===== config.mk =====
export PLATFORM = sky130hd
export DESIGN_NAME = pingpong_buffer_ctrl
export DESIGN_NICKNAME = d
export VERILOG_FILES = /design/src/rtl/pingpong_buffer_ctrl.sv
export SDC_FILE = /design/constraint.sdc
export NUM_CORES = 1
export LEC_CHECK = 0
export ABC_CLOCK_PERIOD_IN_PS = 3500
export CORE_ASPECT_RATIO = 1.75
export CORE_MARGIN = 10
export CORE_UTILIZATION = 30
export CTS_BUF_LIST = sky130_fd_sc_hd__clkbuf_16
export CTS_CLUSTER_DIAMETER = 200
export DETAILED_ROUTE_END_ITERATION = 10
export PLACE_DENSITY = 0.52
export SLEW_MARGIN = 15
export SYNTH_ARGS = -nofsm -noshare
export SYNTH_HDL_FRONTEND = slang
export SYNTH_SLANG_ARGS = --single-unit

===== constraint.sdc =====
create_clock -name clk -period 3.5 [get_ports clk]
set_input_delay 1.05 -clock clk [delete_from_list [all_inputs] [get_ports clk]]
set_output_delay 1.05 -clock clk [all_outputs]
set_load 0.005 [all_outputs]

===== src/rtl/pingpong_buffer_ctrl.sv =====
// Ping-pong write controller for the dual-port audio RAM: fills the half not read by the CoDec
// and swaps halves on the filled/empty/ack handshake. Optional: PINGPONG_UNDERRUN_CNT_EN adds underrun_cnt_o.
module pingpong_buffer_ctrl #(
    parameter int BUFFER_ADDR_BITS = 8,
    parameter int DATA_WIDTH       = 8
) (
    input  logic                        clk,
    input  logic                        rst,
    input  logic [DATA_WIDTH-1:0]       src_data_i,
    input  logic                        src_valid_i,
    output logic                        src_ready_o,
    output logic                        ram_wren_o,
    output logic [BUFFER_ADDR_BITS:0]   ram_wr_addr_o,
    output logic [DATA_WIDTH-1:0]       ram_wr_data_o,
    output logic                        buf_sel_o,
    output logic                        buf_filled_o,
    input  logic                        codec_empty_i,
`ifdef PINGPONG_UNDERRUN_CNT_EN
    output logic [15:0]                 underrun_cnt_o,
`endif
    output logic                        codec_empty_ack_o
);

    typedef enum logic {
        WRITE = 1'b0,
        FULL  = 1'b1
    } state_t;

    localparam logic [BUFFER_ADDR_BITS-1:0] WPTR_LAST = '1;

    state_t                      state, state_nxt;
    logic [BUFFER_ADDR_BITS-1:0] wptr, wptr_nxt;
    logic                        buf_sel_nxt;
    logic                        buf_filled_nxt;
    logic                        ack_nxt;
    logic                        wren_nxt;
    logic [BUFFER_ADDR_BITS:0]   addr_nxt;
    logic [DATA_WIDTH-1:0]       data_nxt;

    assign src_ready_o = (state == WRITE);

    always_ff @(posedge clk or posedge rst) begin
        if (rst) begin
            state             <= WRITE;
            wptr              <= '0;
            buf_sel_o         <= 1'b0;
            buf_filled_o      <= 1'b0;
            codec_empty_ack_o <= 1'b0;
            ram_wren_o        <= 1'b0;
            ram_wr_addr_o     <= '0;
            ram_wr_data_o     <= '0;
        end else begin
            state             <= state_nxt;
            wptr              <= wptr_nxt;
            buf_sel_o         <= buf_sel_nxt;
            buf_filled_o      <= buf_filled_nxt;
            codec_empty_ack_o <= ack_nxt;
            ram_wren_o        <= wren_nxt;
            ram_wr_addr_o     <= addr_nxt;
            ram_wr_data_o     <= data_nxt;
        end
    end

    always_comb begin
        state_nxt      = state;
        wptr_nxt       = wptr;
        buf_sel_nxt    = buf_sel_o;
        buf_filled_nxt = buf_filled_o;
        ack_nxt        = 1'b0;
        wren_nxt       = 1'b0;
        addr_nxt       = ram_wr_addr_o;
        data_nxt       = ram_wr_data_o;
        case (state)
            WRITE: begin
                // codec_empty_i is deliberately ignored here so a stale level cannot re-swap
                if (src_valid_i) begin
                    wren_nxt = 1'b1;
                    data_nxt = src_data_i;
                    addr_nxt = {~buf_sel_o, wptr};
                    wptr_nxt = wptr + 1'b1;
                    if (wptr == WPTR_LAST) begin
                        state_nxt      = FULL;
                        buf_filled_nxt = 1'b1;
                    end
                end
            end
            FULL: begin
                // wptr has already wrapped to 0, so only the half select changes
                if (codec_empty_i) begin
                    buf_sel_nxt    = ~buf_sel_o;
                    buf_filled_nxt = 1'b0;
                    ack_nxt        = 1'b1;
                    state_nxt      = WRITE;
                end
            end
            default: state_nxt = WRITE;
        endcase
    end

`ifdef PINGPONG_UNDERRUN_CNT_EN
    logic codec_empty_p1;

    // Reader went empty while we are still filling: count it, saturating
    always_ff @(posedge clk or posedge rst) begin
        if (rst) begin
            codec_empty_p1 <= 1'b0;
            underrun_cnt_o <= '0;
        end else begin
            codec_empty_p1 <= codec_empty_i;
            if ((state == WRITE) && codec_empty_i && !codec_empty_p1
                && (underrun_cnt_o != 16'hFFFF)) begin
                underrun_cnt_o <= underrun_cnt_o + 16'd1;
            end
        end
    end
`endif

endmodule


# After elaboration in Yosys (flattened, before gate mapping)
# Index checks and enable logic that the tools add are counted.
[totals]
ff_bits = 30
in_bits = 12
out_inout_bits = 22
wordCells = 30
[classes]
n_addsub = 1
eq_ne = 4
muxes = 12
bitwise = 2
reduce_logical = 3
[op_table]
columns = ["cell", "n"]
rows = [
  ["two-way mux 1 bit", 10],
  ["adder 8 x 1 -> 8 bit (second input constant)", 1],
  ["== test 8 bit (second input constant)", 1],
  ["inequality test 2 bit (second input constant)", 2],
  ["one-hot mux 1 bit (2 select lines)", 2],
  ["AND reduction 2 bit", 2],
  ["AND reduction 3 bit", 1],
  ["inequality test 2 x 1 -> 1 bit (second input constant)", 1],
  ["NOT 1 bit", 2],
]

# Logic depth before layout (Yosys ltp)
[depth]
word_depth = 4
depth_mapped = 5
ltp_nobuf = 4

# Worst setup path after synthesis
# Ideal clock, no wire load.
[synth_path]
path_type = "input port to flip-flop"
start = "in src_valid_i"
end = "reg ram_wr_addr_o[0]"
setup_ns = 0.125
arrival_ns = 1.737
t_required_ns = 3.375
slack_ns = 1.638
cell_stages = 4
n_path_buf = 2
cell_sequence = "nor2b_2 buf_6 buf_8 mux2_4"
[synth_via]
elab_chain_cells = 1
[synth_rtl]
columns = ["element", "line_no", "source"]
rows = [
  ["start: declaration", "10", "input logic src_valid_i,"],
  ["AND reduction 2 bit (no source line)", "n/a", ""],
  ["end signal: assignment", "59", "ram_wr_addr_o <= addr_nxt;"],
  ["end: declaration", "13", "output logic [BUFFER_ADDR_BITS:0] ram_wr_addr_o,"],
]
# Every way passes these cells.
# A chain may end at the register's enable or synchronous reset.

# Worst setup path in the final report
[layout_path]
start = "reg state"
end = "out src_ready_o"
[layout_via]
elab_chain_cells = 1
[layout_rtl]
columns = ["element", "line_no", "source"]
rows = [
  ["start: declaration", "31", "state_t state, state_nxt;"],
  ["start signal: assignment", "53", "state <= state_nxt;"],
  ["NOT 1 bit (no source line)", "n/a", ""],
  ["end: declaration", "11", "output logic src_ready_o,"],
]
# Every way passes these cells.

==> reports/metrics.json <==
{
  "hold_path": {
    "worst_hold_path_type": "flip-flop to flip-flop"
  },
  "placement": {
    "dp.cells": 159,
    "dpl_cell_area_um2": 1600,
    "place.port_buffers": 33,
    "detailed_placer_s_ending_hpwl_um": 1770,
    "gp_routability_congestion": 0.700
  },
  "grt": {
    "via_count_of_the_first_global_routing_pass": 785,
    "grt_start_max_net_pins": 31,
    "antenna_found_initial": 0,
    "wire_length_of_the_first_global_routing_pass_um": 3930,
    "grtUsageTotal": 0.0713,
    "global_route.overflow_total": 0
  },
  "worst_setup_path": {
    "regToRegStartpoint": "state",
    "critPathRequiredTime_ns": 2.45,
    "worst-setup-path-type": "flip-flop to output pin",
    "endpoint_type_of_the_worst_setup_path": "output pin",
    "critPathCapture": "src_ready_o",
    "worst-endpoint-arrival_ns": 1.26,
    "worst_setup_path_startpoint": "state",
    "timing.reg2reg.worst_path_depth": 3,
    "r2r-end": "ram_wr_addr_o[3]",
    "timing.critical_path.fanout_max": 5,
    "regToRegSetupSlack_ns": 2.13,
    "critical_path.startpoint_type": "flip-flop"
  },
  "synthesis": {
    "synthesis.nets": 92,
    "post_synthesis_sequential_element_count": 30,
    "number_of_instances_in_the_synthesized_netlist": 79,
    "synth_top_cells_by_area": "sky130_fd_sc_hd__dfrtp_1 (61%), sky130_fd_sc_hd__mux2_4 (17%), sky130_fd_sc_hd__xnor2_1 (4.9%)",
    "yosys.cell_types.count": 17,
    "synth.cell_area_um2": 1240,
    "ys_warns": 0,
    "top_cell_type_by_total_area_after_synthesis": "sky130_fd_sc_hd__dfrtp_1",
    "synth.yosys.seq_area_share": 0.606,
    "syn-mean-instance-area_um2": 15.7,
    "yosys.area.top_type_share": 0.606
  },
  "die": {
    "floorplan.die.height_um": 105,
    "core_area_um2": 3940,
    "die_w_um": 68.6,
    "count_of_pins_on_the_block_boundary": 34,
    "design.die.area_um2": 7200,
    "placementRows": 30,
    "start_util": 0.314
  },
  "cells_and_area": {
    "layout-area-overhead-vs-synth_pct": 39.9,
    "final_net_count": 131,
    "antenna_cells_inserted": 0,
    "final_cell_mix": "sky130_fd_sc_hd__clkdlybuf4s50_1 (33), sky130_fd_sc_hd__dfrtp_1 (30), sky130_fd_sc_hd__mux2_4 (14)",
    "finished_core_util": 0.440,
    "post_route_cells_drive_above_1_share": 0.246,
    "mostFrequentLayoutCell": "sky130_fd_sc_hd__clkdlybuf4s50_1",
    "fin_area_um2": 1730,
    "cell_count_final_fillers_out": 166
  },
  "detailed_routing": {
    "wl_per_cell_um": 14.8,
    "detailedRoute.firstIterationViolations": 17,
    "vias": 736,
    "drt.antenna.violating_nets": 0,
    "detailedRoute.firstPassIterationCount": 2,
    "wl_um": 2450,
    "viasPerCell": 4.43,
    "drc": 0
  },
  "pwr": {
    "cellLeakagePower_uw": 0.000794,
    "sequentialPowerShare": 0.432,
    "internal-power_uw": 894,
    "pwr-share-clk": 0.329,
    "power.share.switching": 0.245,
    "finalPower_uw": 1180,
    "power_frac_comb": 0.240,
    "peak_supply_drop_v": 0.000371,
    "p_switching_uw": 290,
    "power_density_nw_per_um2": 683
  },
  "timing": {
    "finalCritPeriodShare": 0.661,
    "final.min_clock_period_ns": 2.31,
    "timing_hold_violations_final": 0,
    "worstMarginPinSlew_ns": 0.369,
    "setup_repair_after_global_routing_missed_its_margin": "no",
    "maxClockFrequency_mhz": 432,
    "final-max-slew-violation-count": 0,
    "slew_headroom": 0.754,
    "setup-tns-final_ns": 0,
    "skew_ns": 0.00463,
    "timing.final.setup_violations": 0
  },
  "clocking": {
    "cts_buffers": 5,
    "cts_tree": "done",
    "clockBufferDepth": 2,
    "hold_buffers": 0,
    "count_of_clock_tree_sinks": 30,
    "cts_repair_resize_count": 0,
    "cts.root.buffer_cell": "sky130_fd_sc_hd__clkbuf_16",
    "clk_pin_slew_ns": 0.05,
    "post_cts_buffers": 0,
    "clock_insertion_delay_worst_skew_ns": 0.27,
    "clock_tree.htree_level_count": 2
  },
  "flow_run": {
    "max-cap-violations": 0
  },
  "status": {
    "status": "complete, no violations"
  }
}
==> cell type report <==
class                      instances  area, um2
timing repair buffer              35        345
fill                             366       2210
clock inverter                     2       10.0
tap                               48       60.1
sequential                        30        751
clock buffer                       5        125
inverter                           4       15.0
multi-input combinational         42        427
==> power by group through the flow <==
| stage | clock (uW) | sequential, uW | combinational, uW |
|---|---|---|---|
| 3_5_place_dp | 0 | 516 | 292 |
| 3_3_place_gp | 0 | 513 | 289 |
| 6_report | 389 | 511 | 284 |
| 4_1_cts | 402 | 512 | 294 |
| 5_1_grt | 417 | 526 | 311 |
| 2_1_floorplan | 0 | 506 | 150 |
==> through the flow <==
step                      setup WS (ns)  hold WS [ns]
after floorplan                    1.64         0.459
after global placement            0.986         0.465
after detailed placement          0.962         0.474
after CTS                          1.16         0.494
after global routing               1.11         0.518
final                              1.19         0.492
==> Yosys cell counts <==
cell / n
sky130_fd_sc_hd__nor2b_2: 1
sky130_fd_sc_hd__buf_12: 1
sky130_fd_sc_hd__o21ai_0: 1
sky130_fd_sc_hd__inv_1: 4
sky130_fd_sc_hd__buf_8: 1
sky130_fd_sc_hd__nand2_1: 6
sky130_fd_sc_hd__mux2_2: 3
sky130_fd_sc_hd__and3_1: 1
sky130_fd_sc_hd__xnor2_1: 7
sky130_fd_sc_hd__mux2_4: 14
sky130_fd_sc_hd__and4b_2: 2
sky130_fd_sc_hd__dfrtp_1: 30
sky130_fd_sc_hd__buf_6: 1
sky130_fd_sc_hd__ha_1: 1
sky130_fd_sc_hd__nand4_1: 4
sky130_fd_sc_hd__mux2i_1: 1
sky130_fd_sc_hd__xor2_1: 1
==> layer usage <==
layer,GRT usage,share of wire
met1,0.0814,0.42
met2,0.0997,0.44
met3,0.0449,0.13
met4,0.0347,0.0077
met5,0,0
==> critical path, cell delays in order (launching register included) <==
cell and delay [ns]:
sky130_fd_sc_hd__dfrtp_1 0.41, sky130_fd_sc_hd__inv_1 0.08, sky130_fd_sc_hd__clkdlybuf4s50_1 0.51
==> sequential cells by signal, summed over array words and instances, names as in the netlist <==
register and count:
ram_wr_addr_o 9, ram_wr_data_o 8, wptr 8, buf_filled_o 1
buf_sel_o 1, codec_empty_ack_o 1, ram_wren_o 1, state 1
==> cells by family after synthesis <==
group / count (synthesis) / share of synthesized area
buffers and inverters: 7 / 0.0495
adder cells (fa/ha/maj): 1 / 0.0101
AO/OA/AOI/OAI: 1 / 0.00404
AND/OR/NAND/NOR: 14 / 0.0687
XOR/XNOR: 8 / 0.0566
multiplexers: 18 / 0.205
flip-flops: 30 / 0.606
==> worst min-delay path by stage <==
stage	startpoint	to	slack [ns]	depth (start not counted)
after detailed placement	buf_filled_o	buf_filled_o	0.47	2
after global routing	ram_wr_data_o[0]	ram_wr_data_o[0]	0.52	1
final	buf_filled_o	buf_filled_o	0.49	2
after CTS	buf_filled_o	buf_filled_o	0.49	2
after global placement	buf_filled_o	buf_filled_o	0.46	2
after floorplan	wptr[4]	wptr[4]	0.46	1
(Power assumes the default switching activity.)
